File: config.mk
export PLATFORM = sky130hd
export DESIGN_NAME = pipelined_adder
export DESIGN_NICKNAME = d
export VERILOG_FILES = /design/src/rtl/pipelined_adder.sv
export SDC_FILE = /design/constraint.sdc
export NUM_CORES = 1
export LEC_CHECK = 0
export BUFFER_PORTS_ARGS = -buffer_cell sky130_fd_sc_hd__buf_2
export CAP_MARGIN = 20
export CORE_MARGIN = 4
export CORE_UTILIZATION = 57
export DETAILED_ROUTE_END_ITERATION = 6
export GPL_ROUTABILITY_DRIVEN = 1
export GPL_TIMING_DRIVEN = 0
export PLACE_DENSITY = 0.79
export REMOVE_ABC_BUFFERS = 1
export SYNTH_ARGS = -nofsm -noshare
export SYNTH_HDL_FRONTEND = slang
export SYNTH_SLANG_ARGS = --single-unit
export TNS_END_PERCENT = 100
File: constraint.sdc
create_clock -name CLK -period 2.3 [get_ports CLK]
set_input_delay 0.115 -clock CLK [delete_from_list [all_inputs] [get_ports CLK]]
set_output_delay 0.115 -clock CLK [all_outputs]
set_load 0.05 [all_outputs]
File: src/rtl/pipelined_adder.sv
// Pipelined ripple-carry adder, one CW-bit chunk per stage, valid/ready flow.
// Define ADD_SUB_EN to add the SUB port (A - B via inverted B, carry-in 1).
module pipelined_adder #(
  parameter int WIDTH  = 16,
  parameter int STAGES = 4
) (
  input  logic             CLK,
  input  logic             RST,
  input  logic             IN_VALID,
  output logic             IN_READY,
  input  logic [WIDTH-1:0] A,
  input  logic [WIDTH-1:0] B,
  input  logic             Cin,
`ifdef ADD_SUB_EN
  input  logic             SUB,
`endif
  output logic             OUT_VALID,
  input  logic             OUT_READY,
  output logic [WIDTH-1:0] SUM,
  output logic             Cout,
  output logic             OVF
);

  localparam int CW = WIDTH / STAGES;

  logic [STAGES:0]   ld;
  logic [STAGES-1:0] v_q;
  logic [STAGES-1:0] c_q;
  logic [STAGES-1:0] o_q;
  logic [WIDTH-1:0]  a_q [STAGES];
  logic [WIDTH-1:0]  b_q [STAGES];
  logic [WIDTH-1:0]  s_q [STAGES];

  assign ld[STAGES] = OUT_READY;
  assign IN_READY   = ld[0] & ~RST;

  for (genvar k = 0; k < STAGES; k++) begin : g_st
    logic             vi;
    logic             ci;
    logic [WIDTH-1:0] ai;
    logic [WIDTH-1:0] bi;
    logic [WIDTH-1:0] si;
    logic [WIDTH-1:0] sn;
    logic [CW:0]      ch;
    logic             ovf_n;

    if (k == 0) begin : g_src
      assign vi = IN_VALID;
      assign ai = A;
      assign si = '0;
`ifdef ADD_SUB_EN
      assign bi = SUB ? ~B : B;
      assign ci = SUB ? 1'b1 : Cin;
`else
      assign bi = B;
      assign ci = Cin;
`endif
    end else begin : g_src
      assign vi = v_q[k-1];
      assign ai = a_q[k-1];
      assign bi = b_q[k-1];
      assign si = s_q[k-1];
      assign ci = c_q[k-1];
    end

    assign ch = {1'b0, ai[k*CW +: CW]}
              + {1'b0, bi[k*CW +: CW]}
              + {{CW{1'b0}}, ci};

    always_comb begin
      sn = si;
      sn[k*CW +: CW] = ch[CW-1:0];
    end

    // carry into the chunk MSB recovered as a^b^s at that bit
    assign ovf_n = ai[k*CW+CW-1] ^ bi[k*CW+CW-1]
                 ^ ch[CW-1] ^ ch[CW];

    assign ld[k] = ~v_q[k] | ld[k+1];

    always_ff @(posedge CLK) begin
      if (RST) begin
        v_q[k] <= 1'b0;
        c_q[k] <= 1'b0;
        o_q[k] <= 1'b0;
        a_q[k] <= '0;
        b_q[k] <= '0;
        s_q[k] <= '0;
      end else if (ld[k]) begin
        v_q[k] <= vi;
        if (vi) begin
          c_q[k] <= ch[CW];
          o_q[k] <= ovf_n;
          a_q[k] <= ai;
          b_q[k] <= bi;
          s_q[k] <= sn;
        end
      end
    end
  end

  assign OUT_VALID = v_q[STAGES-1];
  assign SUM       = s_q[STAGES-1];
  assign Cout      = c_q[STAGES-1];
  assign OVF       = o_q[STAGES-1];

endmodule

# Word level (Yosys, flattened, before mapping)
# Memories as Yosys holds them, arrays and structs flattened.
# Index checks and enable logic that the tools add are counted.
classes:
  add_sub_neg: 8
  mux: 30
  n_bitwise: 25
  reduce_logical: 4
ops:
  columns: ["op", "n"]
  rows:
  - ["2-to-1 mux 16 bit", 12]
  - ["adder 4 x 4 -> 5 bit", 4]
  - ["adder 5 x 1 -> 5 bit", 4]
  - ["2-to-1 mux 1 bit", 18]
  - ["OR 1 bit", 16]
  - ["AND reduction 2 bit", 4]
  - ["NOT 1 bit", 5]
  - ["bitwise XOR 1 bit", 3]
  - ["AND 1 bit", 1]
word_totals:
  reg_bits: 9
  mem_bits_rw: 192
  mem_count: 3
memory_table:
  columns: ["memory", "depth", "word_bits", "read_ports", "rd_ports_with_merged_regs", "wr", "line", "text"]
  rows:
  - ["a_q", 4, 16, 3, 0, 4, "30", "logic [WIDTH-1:0] a_q [STAGES];"]
  - ["b_q", 4, 16, 3, 0, 4, "31", "logic [WIDTH-1:0] b_q [STAGES];"]
  - ["s_q", 4, 16, 4, 0, 4, "32", "logic [WIDTH-1:0] s_q [STAGES];"]

# Logic depth before layout (Yosys ltp)
logic_depth:
  word_depth: 9
  depth_mapped: 8
  ltp_nobuf: 8

# Worst setup path before layout
# No wires, ideal clock.
synth_timing:
  path_kind: "register to register"
  startpoint: "register v_q[3], in the netlist OUT_VALID"
  endpoint: "memory a_q[0][10], enable pin"
  arrival_ps: 1607
  t_required_ps: 1844
  slack_ps: 237
  path_stages_with_launch: 4
  n_path_buf: 0
  period_less_slack_ps: 2063
  cell_sequence: "dfxtp_1 nand4b_4 o21ai_4 nand2b_1"
synth_lines:
  columns: ["element", "line", "text"]
  rows:
  - ["start, declared", "27", "logic [STAGES-1:0] v_q;"]
  - ["start signal, assigned by index", "90", "v_q[k] <= vi;"]
  - ["end, declared", "30", null]

==> reports/results.tsv <==
stage	metric	value	unit
run_status	status	completed	
cells_and_area	areaGrowthSynthToFinish	13.3	%
setup_path	crit_path_end_kind	flip-flop	
pwr	seqPwrFrac	0.594	
sta	clock_skew	0.00651	ns
detailed_routing	drtIter0Drc	76	
setup_path	path_cells	fa_1 -> fa_1 -> nand3_1 -> nand2_1 -> xnor2_1 -> o21a_1	
worst_hold_path	min_from	B[10]	
die	die_h	93.9	µm
pwr	cellLeakagePower	2.00	nW
die	top_level_ports	57	
logic_synthesis	synth.yosys.warnings	0	
sta	worstMarginPinSlew	1.01	ns
setup_path	path_max_fanout	2	
logic_synthesis	synth_edf_count	88	
place	place_congestion	0.719	
worst_hold_path	hp-class	input port to flip-flop	
pwr	peakVddDrop	393	µV
grt	grt_max_degree	29	
setup_path	slowest_stage	fa_1	
setup_path	path_buf_inv	0	
run	maxCapViolCount	0	
setup_path	path_common_cell	fa_1	
setup_path	r2r-start	b_q[1][12]	
logic_synthesis	ys.flop_type	edfxtp_1	
setup_path	critPathRequiredTime	2.55	ns
cts	cts.reportedPaths.clkPinSlew	0.09	ns
logic_synthesis	async_flop_share	0	
sta	rsz0062_at_grt	no	
cells_and_area	layout-drive-gt1-share	0.229	
pwr	p_sw	0.000811	W
pwr	pwr-share-comb	0.087	
logic_synthesis	syn-cell-area	4210	µm²
place	dp_cells	440	
detailed_routing	dr_total_vias	2138	
grt	grt_pass1_vias	2002	
cells_and_area	final_common_cell	edfxtp_1	
pwr	switching_share	0.234	
die	start_util	0.584	
setup_path	path_delay_family	adder cells	
cts	cts.sinks	97	
cts	root_buffer	clkbuf_8	
sta	finalCriticalPeriod	1.84	ns
detailed_routing	drc	0	
die	dieWidth	93.9	µm
setup_path	r2r_slack	0.46	ns
sta	relSlewSlack	0.324	
logic_synthesis	seq_area_frac_synth	0.670	
detailed_routing	via_per_inst	4.68	
cells_and_area	nets	410	
place	dp_hpwl	3900	µm
setup_path	cp.arrival	2.09	ns
setup_path	start_kind	flip-flop	
die	dieArea	8830	µm²
grt	grt_use_total	0.129	
sta	hold_viol	0	
sta	finalSetupViolations	0	
detailed_routing	ant_nets	0	
cells_and_area	antenna_cells	0	
logic_synthesis	synth_cell_types	35	
detailed_routing	drt-pass1-iter-count	4	
cts	cts_hold_buf	0	
detailed_routing	wire_per_inst	11.7	µm
detailed_routing	wl	5330	µm
cells_and_area	regArea	2820	µm²
sta	fin_crit_sh	0.798	
place	port_buffers	56	
grt	grt_first_pass_wirelength	8670	µm
cells_and_area	layout_common_cells	edfxtp_1 (88), and2_1 (77), buf_2 (56), inv_1 (13), nor2_1 (13)	
logic_synthesis	ys_ff_latch	97	
cells_and_area	fillers	552	
sta	setup_tns	0	ns
cts	ctsHtreeMaxLevel	3	
logic_synthesis	netlist_instances	293	
cts	insertion_delay	0.35	ns
setup_path	crit_path_start	b_q[1][12]	
pwr	p_per_area	727	nW/µm²
cells_and_area	stdcell_count	457	
die	coreArea	7210	µm²
logic_synthesis	syn_area_per_cell	14.4	µm²
setup_path	critPathMaxStageDelay	0.45	ns
pwr	pwr-share-clk	0.319	
sta	slew_viol_final	0	
sta	fmax	545	MHz
cts	cts_tree	yes	
pwr	intPower	0.00266	W
die	rows	31	
cells_and_area	multi_input_area	1280	µm²
setup_path	crit_type	flip-flop to flip-flop	
cts	ctsResizeCount	0	
cts	cts_setup_buffers	0	
grt	antenna_found_initial	0	
cts	cts_buffers	9	
cts	cts_buffer_depth	2	
grt	grt_overflow	0	
## synth_stat cells, types with 2 or more instances
cell / n / area, µm²
a211oi_1: 2 / 15.0
a21o_1: 3 / 22.5
a21oi_1: 10 / 50.1
and2_1: 77 / 482
buf_6: 3 / 33.8
clkbuf_2: 2 / 10.0
dfxtp_1: 9 / 180
edfxtp_1: 88 / 2640
fa_1: 8 / 160
ha_1: 12 / 150
inv_1: 13 / 48.8
nand2_1: 6 / 22.5
nand2b_1: 5 / 31.3
nor2_1: 13 / 48.8
nor2_2: 2 / 12.5
nor2b_1: 6 / 37.5
nor3_1: 8 / 40.0
nor3b_1: 2 / 15.0
o21a_1: 3 / 22.5
or2_2: 2 / 12.5
xnor2_1: 3 / 26.3
xor2_1: 3 / 26.3
## per-stage QoR
stage / total power [W] / hold slack [ns] / setup slack, ns / util / area, µm²
floorplan: 0.00231 / 0.184 / 0.236 / - / 4150
global placement: 0.00239 / 0.391 / 0.323 / 0.631 / 4550
detailed placement: 0.00240 / 0.394 / 0.211 / 0.631 / 4550
CTS: 0.00348 / 0.0193 / 0.183 / 0.659 / 4760
global route: 0.00359 / 0.0205 / 0.290 / 0.661 / 4770
finish: 0.00347 / 0.0314 / 0.464 / 0.661 / 4770
## cells by family after synthesis
| logic type | synth area share |
|---|---|
| muxes | 0.00238 |
| and+or+nand+nor | 0.180 |
| adders and majority gates | 0.0737 |
| xor gates and xnor gates | 0.0125 |
| buffers and inverters | 0.0259 |
| DFF | 0.670 |
| AOI/OAI and AO/OA | 0.0351 |
## cell type report
cell class                      instances  share of cell area
Clock buffer                            9              0.0260
Clock inverter                          7              0.0163
Inverter                               13              0.0102
Multi-Input combinational cell        175               0.268
Sequential cell                        97               0.592
Tap cell                               99              0.0260
Timing Repair Buffer                   57              0.0619
## worst register-to-register path, cell delays in order (launching register included)
cell      delay (ns)
edfxtp_1        0.40
fa_1            0.45
fa_1            0.42
nand3_1         0.11
nand2_1         0.08
xnor2_1         0.13
o21a_1          0.17
## state kept, by name, indices dropped and copies added, names as in the netlist
signal,flops
s_q,40
a_q,24
b_q,24
g_st.ci,3
g_st.vi,3
Cout,1
OUT_VALID,1
OVF,1
## power groups by stage
stage / clock network (W) / logic [W] / registers (W)
after floorplan: 0 / 0.000161 / 0.00215
after global placement: 0 / 0.000293 / 0.00210
after detailed placement: 0 / 0.000303 / 0.00210
after CTS: 0.00111 / 0.000305 / 0.00206
after global routing: 0.00118 / 0.000341 / 0.00207
final: 0.00111 / 0.000303 / 0.00206
## final timing paths
| check | to | cells past startpoint |
|---|---|---|
| max | OVF | 6 |
| min | b_q[0][10] | 2 |
| max reg2reg | OVF | 6 |
| min reg2reg | Cout | 2 |
## metal layers
| metal | track usage | routed length (µm) | share of wire | up-vias |
|---|---|---|---|---|
| li1 | - | - | - | 1131 |
| met1 | 0.159 | 2310 | 0.43 | 937 |
| met2 | 0.212 | 2560 | 0.48 | 61 |
| met3 | 0.0288 | 339 | 0.064 | 9 |
| met4 | 0.0698 | 119 | 0.022 | 0 |
| met5 | 0 | 0 | 0 | - |
(Power assumes the default switching activity.)
